<file path="src/rtl/alu_unit_if.sv">
// alu_unit_if: operand/opcode inputs and registered result outputs of the execute-stage ALU
interface alu_unit_if #(
    parameter int dataWidth   = 32,
    parameter int selectWidth = 4
);
    logic [dataWidth-1:0]   inputA;
    logic [dataWidth-1:0]   inputB;
    logic [selectWidth-1:0] ALUSelect;
    logic [dataWidth-1:0]   dataOut;
    logic [dataWidth-1:0]   dataOutHigh;

    modport master (
        output inputA, inputB, ALUSelect,
        input  dataOut, dataOutHigh
    );

    modport slave (
        input  inputA, inputB, ALUSelect,
        output dataOut, dataOutHigh
    );
endinterface

</file>
<file path="src/rtl/alu_unit.sv">
// alu_unit: registered RV32 execute-stage ALU with one-cycle latency
// and a double-width unsigned product for MUL.
module alu_unit #(
    parameter int dataWidth   = 32,
    parameter int selectWidth = 4
) (
    input logic       clk,
    input logic       reset,
    alu_unit_if.slave bus
);
    localparam logic [selectWidth-1:0] OP_ADD = selectWidth'(0);
    localparam logic [selectWidth-1:0] OP_SUB = selectWidth'(1);
    localparam logic [selectWidth-1:0] OP_MUL = selectWidth'(2);
    localparam logic [selectWidth-1:0] OP_AND = selectWidth'(3);
    localparam logic [selectWidth-1:0] OP_OR  = selectWidth'(4);
    localparam logic [selectWidth-1:0] OP_XOR = selectWidth'(5);
    localparam logic [selectWidth-1:0] OP_NOT = selectWidth'(6);
    localparam logic [selectWidth-1:0] OP_SLL = selectWidth'(7);
    localparam logic [selectWidth-1:0] OP_SRL = selectWidth'(8);

    logic [2*dataWidth-1:0] product;
    logic                   shift_out;
    logic [dataWidth-1:0]   result_lo;
    logic [dataWidth-1:0]   result_hi;

    assign product   = (2*dataWidth)'(bus.inputA) * (2*dataWidth)'(bus.inputB);
    // the whole of inputB is the shift amount, so anything past the width clears the result
    assign shift_out = bus.inputB >= dataWidth[dataWidth-1:0];

    always_comb begin
        result_lo = '0;
        result_hi = '0;
        case (bus.ALUSelect)
            OP_ADD: result_lo = bus.inputA + bus.inputB;
            OP_SUB: result_lo = bus.inputA - bus.inputB;
            OP_MUL: {result_hi, result_lo} = product;
            OP_AND: result_lo = bus.inputA & bus.inputB;
            OP_OR:  result_lo = bus.inputA | bus.inputB;
            OP_XOR: result_lo = bus.inputA ^ bus.inputB;
            OP_NOT: result_lo = ~bus.inputA;
            OP_SLL: result_lo = shift_out ? '0 : bus.inputA << bus.inputB;
            OP_SRL: result_lo = shift_out ? '0 : bus.inputA >> bus.inputB;
            default: result_lo = '0;
        endcase
    end

    always_ff @(posedge clk or posedge reset) begin
        if (reset) begin
            bus.dataOut     <= '0;
            bus.dataOutHigh <= '0;
        end else begin
            bus.dataOut     <= result_lo;
            bus.dataOutHigh <= result_hi;
        end
    end
endmodule

</file>
<file path="src/flat_wrapper.sv">
// flat-port wrapper written by rule: the top's interface ports become plain ports
module alu_unit_flat 
#(
    parameter int dataWidth   = 32,
    parameter int selectWidth = 4
)
  (clk, reset, bus_inputA, bus_inputB, bus_ALUSelect, bus_dataOut, bus_dataOutHigh);
  alu_unit_if #(.dataWidth(dataWidth), .selectWidth(selectWidth)) bus_i ();
  input logic clk;
  input logic reset;
  input wire logic [$bits(bus_i.inputA)-1:0] bus_inputA;
  input wire logic [$bits(bus_i.inputB)-1:0] bus_inputB;
  input wire logic [$bits(bus_i.ALUSelect)-1:0] bus_ALUSelect;
  output wire logic [$bits(bus_i.dataOut)-1:0] bus_dataOut;
  output wire logic [$bits(bus_i.dataOutHigh)-1:0] bus_dataOutHigh;
  assign bus_i.inputA = bus_inputA;
  assign bus_i.inputB = bus_inputB;
  assign bus_i.ALUSelect = bus_ALUSelect;
  assign bus_dataOut = bus_i.dataOut;
  assign bus_dataOutHigh = bus_i.dataOutHigh;
  alu_unit #(.dataWidth(dataWidth), .selectWidth(selectWidth)) u_core (.clk(clk), .reset(reset), .bus(bus_i));
endmodule
</file>
<file path="config.mk">
export PLATFORM = sky130hd
export DESIGN_NAME = alu_unit_flat
export DESIGN_NICKNAME = d
export VERILOG_FILES = /design/src/rtl/alu_unit_if.sv /design/src/rtl/alu_unit.sv /design/src/flat_wrapper.sv
export SDC_FILE = /design/constraint.sdc
export NUM_CORES = 2
export LEC_CHECK = 0
export CAP_MARGIN = 30
export CORE_ASPECT_RATIO = 2
export CORE_MARGIN = 1.5
export CORE_UTILIZATION = 65
export DETAILED_ROUTE_END_ITERATION = 8
export MAX_ROUTING_LAYER = met4
export PLACE_DENSITY = 0.92
export SYNTH_ARGS = -nofsm -noshare
export SYNTH_HDL_FRONTEND = slang
export SYNTH_SLANG_ARGS = --single-unit
</file>
<file path="constraint.sdc">
create_clock -name clk -period 2.7 [get_ports clk]
set_input_delay 0.675 -clock clk [delete_from_list [all_inputs] [get_ports clk]]
set_output_delay 0.675 -clock clk [all_outputs]
set_load 0.01 [all_outputs]
</file>
==> impl_results.md, run 1 <==
* Run status: stopped before the end
* Overall fraction of global-route tracks in use at 115%
* Library cells used by synthesis at 94
* GPL Wtd Cong at 1.29
* Total CTS buffers at 9
* Placed instance area at 0.0509 mm²
* Largest net degree at the start of global routing at 84
* Clock root buffer: clkbuf_16
* Initial Util at 65.8%
* Async set or reset register ratio after synthesis at 100%
* Io pins at 134
* Seq/Total Area, Yosys at 3.88%
* Cell taking the most area after synthesis: fa_1
* Post-Syn Nets at 6,302
* Top post-synthesis cells by area: fa_1 43%, ha_1 11%, inv_1 8.5%
* Htree depth at 3
* Vias in the first global route at 68,088
* GR Overflow Total at 10,192
* Stopping stage: global routing
* Clock sinks at 64
* Buffers on Ports at 133
* CTS Hold Bufs at 0
* CTS max path bufs at 2
* Mapped cell area at 0.0413 mm²
* Ys Warns at 0
* Syn Area/Cell at 8.30 µm²
* Syn Inst Count at 4,976
* Seq cells post-synth at 64
* First-pass GRT wire length at 516,000 µm
* Top-area cell type share of the netlist area at 43.5%
* Post-synth EDFFs at 0
* Die Ht at 359 µm
* Std-Cell Rows at 130
* Post-DP HPWL at 171,000 µm
* Synth Flop Type: dfrtp_1
* Die width at 181 µm
* Run Error: [ERROR GRT-0116] Global routing finished with congestion. Check the congestion regions in the DRC Viewer.
[Yosys cell counts, drive strengths merged, types with 13 or more instances]
library cell  number
a211oi            32
o31ai             14
a31oi             18
nor3              31
nor2b             15
nor2             669
dfrtp             64
ha               359
nand2b            28
nand3             31
a21o              58
inv              945
clkbuf           209
o21bai            16
o211ai            13
o21ai            168
o22ai             40
a21oi            185
and3              18
nand2            661
nand4             26
and2              13
buf              110
xor2              24
mux2i             56
xnor2             80
fa               897
[cell families after synthesis]
| logic type | Yosys count | synth area share (%) |
|---|---|---|
| AO/OA/AOI/OAI | 670 | 10.5 |
| XOR/XNOR | 104 | 2.21 |
| adder cells (fa/ha/maj) | 1256 | 54.4 |
| buffers and inverters | 1275 | 11.8 |
| flip-flops | 64 | 3.88 |
| multiplexers | 75 | 2.09 |
| AND/OR/NAND/NOR | 1532 | 15.2 |
[stage by stage]
step           worst slack, ns  util, %  setup TNS [ns]  hold WS, ns  instances
3_3_place_gp             -5.98     81.0         -319.73         1.10       6514
4_1_cts                  -4.87     90.6         -258.68        0.703       6746
3_5_place_dp             -6.30     81.0         -336.52         1.12       6514
2_1_floorplan            -4.72        -         -244.68        0.918       4976
[metal layers]
metal  overflow  global-route usage, %
met1        341                   93.0
met2       8226                    160
met3        291                   83.6
met4       1334                    117
met5          -                      -
[repair_timing]
action	4_1_cts
pin swaps	393
setup buffers	214
setup endpoints to repair	64
gates resized for setup	1212
cloned	13
==> run 2, diff against run 1 <==
- CORE_ASPECT_RATIO: 2 -> default
- CORE_UTILIZATION: 65 -> 40
- MAX_ROUTING_LAYER: met4 -> default
- PLACE_DENSITY: 0.92 -> default
- PLACE_DENSITY_LB_ADDON: default -> 0.15
==> run 2 against run 1 <==
Effect of this change: area after synthesis did not move; the flow now finishes, with violations (setup timing); synthesized cell count did not move.
==> impl_results.md, run 2 <==
* Run status: finished, violations left (was stopped before the end)
* Violated checks: setup timing
* Setup TNS at -258.56 ns
* Htree depth at 3 (unchanged)
* Final critical-path required period at 7.62 ns
* Initial Util at 40.5% (was 65.8%)
* GPL Wtd Cong at 1.03 (was 1.29)
* Die ar. at 0.105 mm²
* Syn Inst Count at 4,976 (unchanged)
* Critical Path End Type: flip-flop
* Final Hold Viols at 0
* Final hold slack at 0.648 ns
* Buffers on Ports at 133 (unchanged)
* Post-Syn Nets at 6,302 (unchanged)
* Met1 usage at 47.5%
* Core area at 0.102 mm²
* Io pins at 134 (unchanged)
* CTS tree: done
* Final period util at 282%
* Initial antenna violation count at 3
* First-pass GRT wire length at 287,000 µm
* Vias in the first global route at 42,477
* Clock root buffer: clkbuf_16 (unchanged)
* Worst slew margin at 50.7%
* Setup CP Type: primary input to flip-flop
* DR vias/cell at 5.48
* Setup ws final at -4.92 ns
* DRC violation count after routing at 0
* Worst-Margin Slew at 0.740 ns
* Post-DP HPWL at 159,000 µm (was 171,000 µm)
* Total CTS buffers at 9 (unchanged)
* Dominant cell by count in the synthesized netlist: inv_1 (unchanged)
* WL final at 200,000 µm
* CP arrival at 7.86 ns
* CTS Hold Bufs at 0 (unchanged)
* Fin nets at 7,459
* Wirelength per Cell at 26.7 µm
* Initial detailed-routing violation count at 3,716
* Clk pin slew, worst setup/hold paths at 0.06 ns
* Mapped cell area at 0.0413 mm² (unchanged)
* Slowest cell delay on critical path at 0.58 ns
* Top post-synthesis cells by area: fa_1 43%, ha_1 11%, inv_1 8.5% (unchanged)
* WP data required at 2.94 ns
* Area occupied by multi-input gates at 0.0385 mm²
* Leading registers by flop count: u_core.bus.dataOutHigh (32), u_core.bus.dataOut (32)
* Post-synth EDFFs at 0 (unchanged)
* Worst Setup Start Kind: primary input
* Area grow syn2layout at 46.5%
* Die width at 324 µm (was 181 µm)
* Die Ht at 324 µm (was 359 µm)
* Async set or reset register ratio after synthesis at 100% (unchanged)
* Most frequent cells in the layout: 982 x buf_4, 828 x inv_1, 790 x fa_1
* Clock sinks at 64 (unchanged)
* Cell taking the most area after synthesis: fa_1 (unchanged)
* GRT busiest layer: met2
* Crit path max fanout at 5
* Final setup fails at 64
* GR Overflow Total at 0
* Syn Area/Cell at 8.30 µm² (unchanged)
* Top-area cell type share of the netlist area at 43.5% (unchanged)
* Library cells used by synthesis at 94 (unchanged)
* Pre-antenna DRT Iters at 7
* Ys Warns at 0 (unchanged)
* Largest net degree at the start of global routing at 78
* Seq/Total Area, Yosys at 3.88% (unchanged)
* Commonest cells post-synth: 937 x inv_1, 897 x fa_1, 669 x nor2_1 (unchanged)
* Std-Cell Rows at 117 (was 130)
* Post-route ant nets at 0
* Layout cells sized above 1 at 34.8%
* Total of max-cap violations at 0
* Commonest non-fill, non-tap cell in the layout: buf_4
* RSZ-0062 raised after global routing: yes
* Vias post-DR at 41,130
* Fill count at 9,104
* Met3 Usage GRT at 5.53%
* Synth Flop Type: dfrtp_1 (unchanged)
* Max Clock Freq at 131 MHz
* FF/Latch Area at 0.00160 mm²
* Met2 Use GR at 60.6%
* Critical Path Most Common Cell: fa_1
* Worst Hold Class: primary input to async pin
* CTS max path bufs at 2 (unchanged)
* Max-slew violations at 0
* Overall fraction of global-route tracks in use at 38.2%
* Slowest CP cell: fa_1
* Seq cells post-synth at 64 (unchanged)
## run 2: logic make-up after synthesis
logic type	synth area share [%]
buf+inv	11.8
mux	2.09
fa+ha+maj	54.4
flops	3.88
xor+xnor	2.21
compound gates	10.5
simple gates	15.2
## run 2: critical path: cells and delay by family
family / cells / cell delay [ns]
adder cells (fa/ha/maj): 9 / 4.46
AND/OR/NAND/NOR: 6 / 1.07
AO/OA/AOI/OAI: 5 / 0.91
buffers and inverters: 8 / 0.70
## run 2: through the flow
stage | worst slack (ns) | utilization, % | area (µm²) | instances
2_1_floorplan | -4.72 | - | 42400 | 4976
3_3_place_gp | -6.07 | 51.8 | 52800 | 7217
3_5_place_dp | -6.03 | 51.8 | 52800 | 7217
4_1_cts | -4.88 | 57.1 | 58300 | 7421
5_1_grt | -5.04 | 59.3 | 60500 | 7504
6_report | -4.92 | 59.3 | 60500 | 7505
## run 2: per-layer routing
layer  wire length, µm  vias to the layer above
met4             19500                        0
met1             74900                    20834
met5                 0                        -
met2             90200                     2025
li1                  -                    17682
met3             15500                      589
## run 2: area by class of cell
cell class / instances / area share, %
Tap cell: 1368 / 2.83
Antenna cell: 1 / 0.00414
Sequential cell: 64 / 2.65
Timing Repair inverter: 2 / 0.0331
Clock buffer: 10 / 0.395
Multi-Input combinational cell: 3637 / 63.6
Clock inverter: 4 / 0.116
Inverter: 956 / 6.22
Timing Repair Buffer: 1463 / 24.2
## run 2: how the worst max path moves through the flow
stage | from | end | slack (ns)
after floorplan | bus_inputB[3] | u_core.bus.dataOutHigh[28] | -4.72
after global placement | bus_inputA[19] | u_core.bus.dataOutHigh[31] | -6.07
after detailed placement | bus_inputA[19] | u_core.bus.dataOutHigh[31] | -6.03
after CTS | bus_inputB[16] | u_core.bus.dataOutHigh[27] | -4.88
after global routing | bus_inputB[13] | u_core.bus.dataOutHigh[25] | -5.04
final | bus_inputB[9] | u_core.bus.dataOutHigh[25] | -4.92
## run 2: what timing repair did
action                                  in CTS  in global routing
endpoints found under the setup margin      64                 64
pin swaps                                  387                258
gates cloned                                16                  9
gates resized for setup                   1021                445
setup buffers                              194                 95
Power of run 2 is left out: the tool's default activity adds up to more than one toggle a clock period on the data nets, which glitch-free logic cannot reach.
